$ cat src/rtl/toksync_gen.sv
// toksync_gen: builds timestamped trigger blocks from qualifying tokens.
// A running GTIME counter is snapshotted when a token starts a block.
// The block is streamed to a FIFO one 16-bit word per cycle, honouring
// the FIFO's full flag. The stream is: header, type/parity/missed/token,
// then the captured time in 15-bit slices, least significant slice first.
module toksync_gen #(
  parameter int         TW    = 45,
  parameter logic [2:0] BTYPE = 3'd5
) (
  input  logic        i_clk,
  input  logic        i_reset,
  input  logic [9:0]  i_token,
  input  logic        i_tok_rdy,
  input  logic [3:0]  i_tok_div,
  input  logic        i_inhibit,
  input  logic        i_enable,
  input  logic        i_tok_full,
  output logic [15:0] o_tok_dat,
  output logic        o_tok_vld
);

  localparam int             NW     = TW / 15;
  localparam int             CW     = 4;
  localparam logic [CW-1:0]  LAST   = CW'(NW + 1);
  localparam logic [15:0]    HEADER = {7'b1000000, 9'(NW + 1)};

  typedef enum logic {IDLE, SEND} state_t;

  state_t          r_state;
  logic [CW-1:0]   r_cnt;
  logic [TW-1:0]   r_gtime;
  logic [TW-1:0]   r_gtimes;
  logic [9:0]      r_tok;
  logic            r_p;
  logic            r_m;

  logic [3:0]      w_div;
  logic [10:0]     w_mask;
  logic            w_qual;
  logic            w_trig;
  logic [15:0]     w_word;

  // A divisor above 10 would look past the token width, so it saturates.
  // A divisor of 10 makes only token 0 qualify.
  assign w_div  = (i_tok_div > 4'd10) ? 4'd10 : i_tok_div;
  assign w_mask = (11'd1 << w_div) - 11'd1;
  assign w_qual = ((i_token & w_mask[9:0]) == 10'd0);
  assign w_trig = i_tok_rdy & i_enable & w_qual;

  // Select the word addressed by the counter while a block is being sent.
  always_comb begin
    w_word = 16'h0000;
    if (r_cnt == CW'(1)) begin
      w_word = {1'b0, BTYPE, r_p, r_m, r_tok};
    end
    for (int k = 0; k < NW; k++) begin
      if (r_cnt == CW'(k + 2)) begin
        w_word = {1'b0, r_gtimes[15*k +: 15]};
      end
    end
  end

  // Free-running time base, held at zero while inhibited.
  always_ff @(posedge i_clk) begin
    if (i_reset) begin
      r_gtime <= '0;
    end else if (i_inhibit) begin
      r_gtime <= '0;
    end else begin
      r_gtime <= r_gtime + TW'(1);
    end
  end

  // Block sequencer: captures a token, streams the words, and tracks parity and missed tokens.
  always_ff @(posedge i_clk) begin
    if (i_reset) begin
      r_state   <= IDLE;
      r_cnt     <= '0;
      r_gtimes  <= '0;
      r_tok     <= '0;
      r_p       <= 1'b0;
      r_m       <= 1'b0;
      o_tok_dat <= 16'h0000;
      o_tok_vld <= 1'b0;
    end else if (i_inhibit) begin
      r_state   <= IDLE;
      r_cnt     <= '0;
      r_p       <= 1'b0;
      r_m       <= 1'b0;
      o_tok_vld <= 1'b0;
    end else begin
      o_tok_vld <= 1'b0;
      case (r_state)
        IDLE: begin
          if (w_trig) begin
            if (!i_tok_full) begin
              r_gtimes  <= r_gtime;
              r_tok     <= i_token;
              o_tok_dat <= HEADER;
              o_tok_vld <= 1'b1;
              r_cnt     <= CW'(1);
              r_state   <= SEND;
            end else begin
              r_m <= 1'b1;
            end
          end
        end
        SEND: begin
          if (!i_tok_full) begin
            o_tok_dat <= w_word;
            o_tok_vld <= 1'b1;
            if (r_cnt == LAST) begin
              r_p     <= ~r_p;
              r_cnt   <= '0;
              r_state <= IDLE;
            end else begin
              r_cnt <= r_cnt + CW'(1);
            end
          end
          // A drop in the same cycle as the word-1 clear must win.
          if (w_trig) begin
            r_m <= 1'b1;
          end else if (!i_tok_full && r_cnt == CW'(1)) begin
            r_m <= 1'b0;
          end
        end
        default: begin
          r_state <= IDLE;
        end
      endcase
    end
  end

endmodule
$ cat config.mk
export PLATFORM = sky130hd
export DESIGN_NAME = toksync_gen
export DESIGN_NICKNAME = d
export VERILOG_FILES = /design/src/rtl/toksync_gen.sv
export SDC_FILE = /design/constraint.sdc
export NUM_CORES = 1
export LEC_CHECK = 0
export CORE_UTILIZATION = 40
export DETAILED_ROUTE_END_ITERATION = 10
export DONT_BUFFER_PORTS = 1
export SLEW_MARGIN = 15
export SYNTH_ARGS = -nofsm -noshare
export SYNTH_HDL_FRONTEND = slang
export SYNTH_SLANG_ARGS = --single-unit
$ cat constraint.sdc
create_clock -name i_clk -period 3.45 [get_ports i_clk]
set_input_delay 0 -clock i_clk [delete_from_list [all_inputs] [get_ports i_clk]]
set_output_delay 0 -clock i_clk [all_outputs]
set_load 0.01 [all_outputs]
==> results.md <==
- The met2 wirelength from detailed routing is 7090 µm.
- The boundary pin count is 37.
- The synthesized area per cell is 8.97 µm².
- The register-to-register setup slack is 0.78 ns.
- After synthesis, flip-flops and latches occupy 39.5% of the total area.
- In the routed layout, each cell is associated on average with a via count of 5.34.
- The netlist area before placement is 6280 µm².
- The net count after synthesis is 726.
- Dividing total power by cell area gives a power density of 464 nW/µm².
- STA classifies the critical path startpoint as a flip-flop.
- The slack of the critical path is 0.783 ns.
- The number of endpoints with negative hold slack in the final report came to 0.
- The number of antenna violations at the first check in global routing came to 0.
- The initial utilization of the core area, before any placement, comes to 41.2%.
- Prior to clock tree synthesis, the placed netlist has a worst setup slack of 0.710 ns.
- The dominant synthesized flop cell is dfxtp_1.
- The number of design-rule violations left by the first detailed-router iteration is 298.
- The root buffer cell chosen for the clock tree is clkbuf_16.
- The relative slew slack is 33.7%.
- The H-tree was split into 4 levels.
- The first-pass GRT wire length is 24800 µm.
- The time the final worst path needs with I/O delays and setup is 2.67 ns.
- The number of distinct library cell variants in the gate-level netlist after synthesis is 52.
- The worst hold path terminates at o_tok_dat[13].
- The post-detailed-route DRC marker count is 0.
- The antenna cell count is 0.
- The first detailed-routing pass ran for 5 iterations.
- Entering global routing, the biggest net connects 128 pins.
- Counting along the longest clock path gives a buffer depth of 2.
- The maximum fanout along the worst path is 21.
- The core area is 15300 µm².
- STA classifies the critical path endpoint as a flip-flop.
- In this run the worst hold path is classified as primary input to flip-flop.
- The part of the cycle the worst path needs is 77.3%.
- Synthesis inferred 124 register bits.
- The arrival time of the worst setup path is 3.02 ns.
- The final standard cell count with taps included and fillers excluded is 914.
- The worst hold path begins at i_reset.
- The wire-length estimate of the detail-placed layout is 10200 µm.
- Once layout is done, the placed cells without fillers occupy 7080 µm².
- The fraction of registers with async set or reset after synthesis is 0%.
- TritonCTS built the clock tree.
- The count of buffers from port buffering is 0.
- For this design the static power due to leakage is 2.25 nW.
- From left edge to right edge, the die measures 127 µm.
- The cell row count is 45.
- Summed over all layers, the routed wires come to 15100 µm.
- The worst vdd rail ir drop is 308 µV.
- The clock drives 124 sinks.
- The later pin in the worst-skew pair is clocked with a latency of 0.41 ns.
- In the detailed route, the total length drawn on met3 is 546 µm.
- Adding up every negative setup slack in the final design gives 0 ns.
- The maximum operating frequency is 375 MHz.
- The start-to-end type of the worst setup path is flip-flop to flip-flop.
- The top routing layer in use is met4.
- The setup skew after layout is 0.00583 ns.
- The max-slew violation count is 0.
- The worst hold path was traced through 2 stages.
- The area overhead of the layout relative to synthesis is 12.7%.
- The vias after detailed routing is 4883.
- Setup repair after global routing left no endpoint under its margin.
- The final number of setup-violating endpoints is 0.
- The routability congestion estimate is 0.820.
- The worst reg2reg path startpoint is r_cnt[0].
- For this block, wires on met1 add up to 7310 µm.
- The area enclosed by the die boundary is 16200 µm².
- The number of nets with antenna violations after routing is 0.
- The required time at the worst-slack endpoint is 3.80 ns.
- The via count of the first global-routing pass came to 4795.
- In this run the post-CTS setup repair buffer count came out at 0.
- The count of maximum capacitance violations is 0.
- Measured in cells, the most critical reg-to-reg path has a length of 7.
- In this run, synthesis inferred 0 flip-flops with an integrated enable.
- The endpoint identified for the worst register-to-register timing path is o_tok_dat[14].
- TritonCTS created 17 clock buffers.
- In the final routed layout, each cell accounts on average for 16.5 µm.
- For the pin with the worst max-slew slack, the measured transition is 0.995 ns.
- Global routing used 19.5% of the available tracks across all layers.
- The y dimension of the die is 127 µm.
- In the final layout, the share of cells above drive strength 1 is 8.25%.
- After detailed placement, the total cell area comes to 6330 µm².
- The flow ran to the end, and the final reports show no timing, DRC or antenna violations.
- The net count of the finished layout is 718.
- The post-placement cell count is 869.
- The clock-pin slew on the worst setup and hold paths is 0.05 ns.
- The post-synthesis cell count is 700.
- The count of synthesis-stage warnings from yosys is 0.
- Summed over all layers, the global routing overflow is 0.
## layer usage
| metal | vias up | track usage (%) |
|---|---|---|
| met2 | 95 | 31.8 |
| met3 | 11 | 4.31 |
| li1 | 2424 | - |
| met1 | 2353 | 25.2 |
| met4 | 0 | 7.07 |
| met5 | - | 0 |
## how the worst max path moves through the flow
stage / depth (start not counted) / from / slack (ns) / endpoint
floorplan: 11 / i_tok_div[3] / 1.01 / r_gtimes[15]
global placement: 8 / i_tok_div[3] / 0.85 / r_gtimes[44]
detailed placement: 8 / i_tok_div[3] / 0.71 / r_tok[9]
global route: 7 / r_cnt[0] / 0.65 / o_tok_dat[14]
CTS: 7 / r_cnt[0] / 0.83 / o_tok_dat[14]
finish: 7 / r_cnt[0] / 0.78 / o_tok_dat[14]
## Yosys cell counts (all sizes together), types with 2 or more instances
cell type	count	share of area, %
o22ai	2	0.20
o221a	11	2.0
and3	7	0.70
buf	13	2.5
a221oi	2	0.28
ha	6	1.2
xnor2	11	1.5
a21boi	2	0.24
and2	7	0.70
o21bai	2	0.24
nand2b	112	11
o21a	4	0.48
a21oi	17	1.4
and4b	2	0.32
nor3	8	0.80
and4	9	1.3
clkbuf	37	2.2
nand3b	4	0.48
nor4	15	1.7
nor2b	4	0.40
nor2	74	4.4
nand4	23	2.3
o21ai	12	0.96
xor2	26	3.6
nor3b	2	0.24
mux2i	66	11
a311oi	3	0.42
a211oi	5	0.68
or4	3	0.42
or3	8	0.80
nand3	14	1.1
dfxtp	124	40
nand2	31	1.9
a31oi	14	1.4
inv	9	0.54
and3b	2	0.28
## power by group
group	leakage, nW	switching [mW]	internal (mW)
logic	0.962	0.0460	0.0434
registers	0.998	0.00170	1.43
clock network	0.291	0.615	1.14
## sequential cells by signal, indices dropped and copies added, names as in the netlist
signal / flops
r_p: 1
o_tok_dat: 16
r_cnt: 4
o_tok_vld: 1
r_gtimes: 45
r_tok: 10
r_state: 1
r_gtime: 45
r_m: 1
## area by class of cell
class	instances	area (µm²)
Clock buffer	23	498
Inverter	9	33.8
Multi-Input combinational cell	517	3470
Sequential cell	124	2480
Timing Repair Buffer	23	240
Fill cell	1432	8180
Tap cell	211	264
Clock inverter	7	87.6
## critical path, cell delays in order (launching register included)
cell and delay, ns:
dfxtp_1 0.41, ha_1 0.67, nand3b_1 0.15, a21oi_1 0.22
o21ai_0 0.15, nor2b_1 0.16, a311oi_1 0.25, dlygate4sd3_1 0.59
## stage by stage
| step | total power, mW | utilization, % | hold WS [ns] |
|---|---|---|---|
| floorplan | 1.53 | - | 0.0785 |
| finish | 3.29 | 46.4 | 0.00227 |
| global route | 3.38 | 46.4 | 0.0391 |
| detailed placement | 1.52 | 41.5 | 0.0798 |
| global placement | 1.52 | 41.5 | 0.0798 |
| CTS | 3.31 | 46.4 | 0.00271 |
## placed cells by master (no fill, tap or decap), types with 8 or more instances in the layout
master,n
xnor2_1,11
mux2i_1,66
xor2_1,26
nand2_1,31
nand3_1,14
nand4_1,23
o21ai_0,12
nor4_1,14
or3_1,8
inv_1,9
a21oi_1,17
o221a_2,11
clkbuf_16,17
nand2b_1,112
and4_1,9
a31oi_1,14
dfxtp_1,124
nor2_1,74
dlygate4sd3_1,14
## cell families after synthesis
family	Yosys count	synth area share [%]
flip-flops	124	39.5
AO/OA/AOI/OAI	79	8.86
adder cells (fa/ha/maj)	6	1.19
multiplexers	67	10.7
XOR/XNOR	37	5.16
buffers and inverters	59	5.24
AND/OR/NAND/NOR	328	29.3
## timing repair
action	in CTS	in global routing
hold buffers	15	0
setup endpoints to repair	0	0
hold endpoints to repair	81	0
gates resized for setup	0	0
No activity file was read; power rests on OpenSTA's default activity.
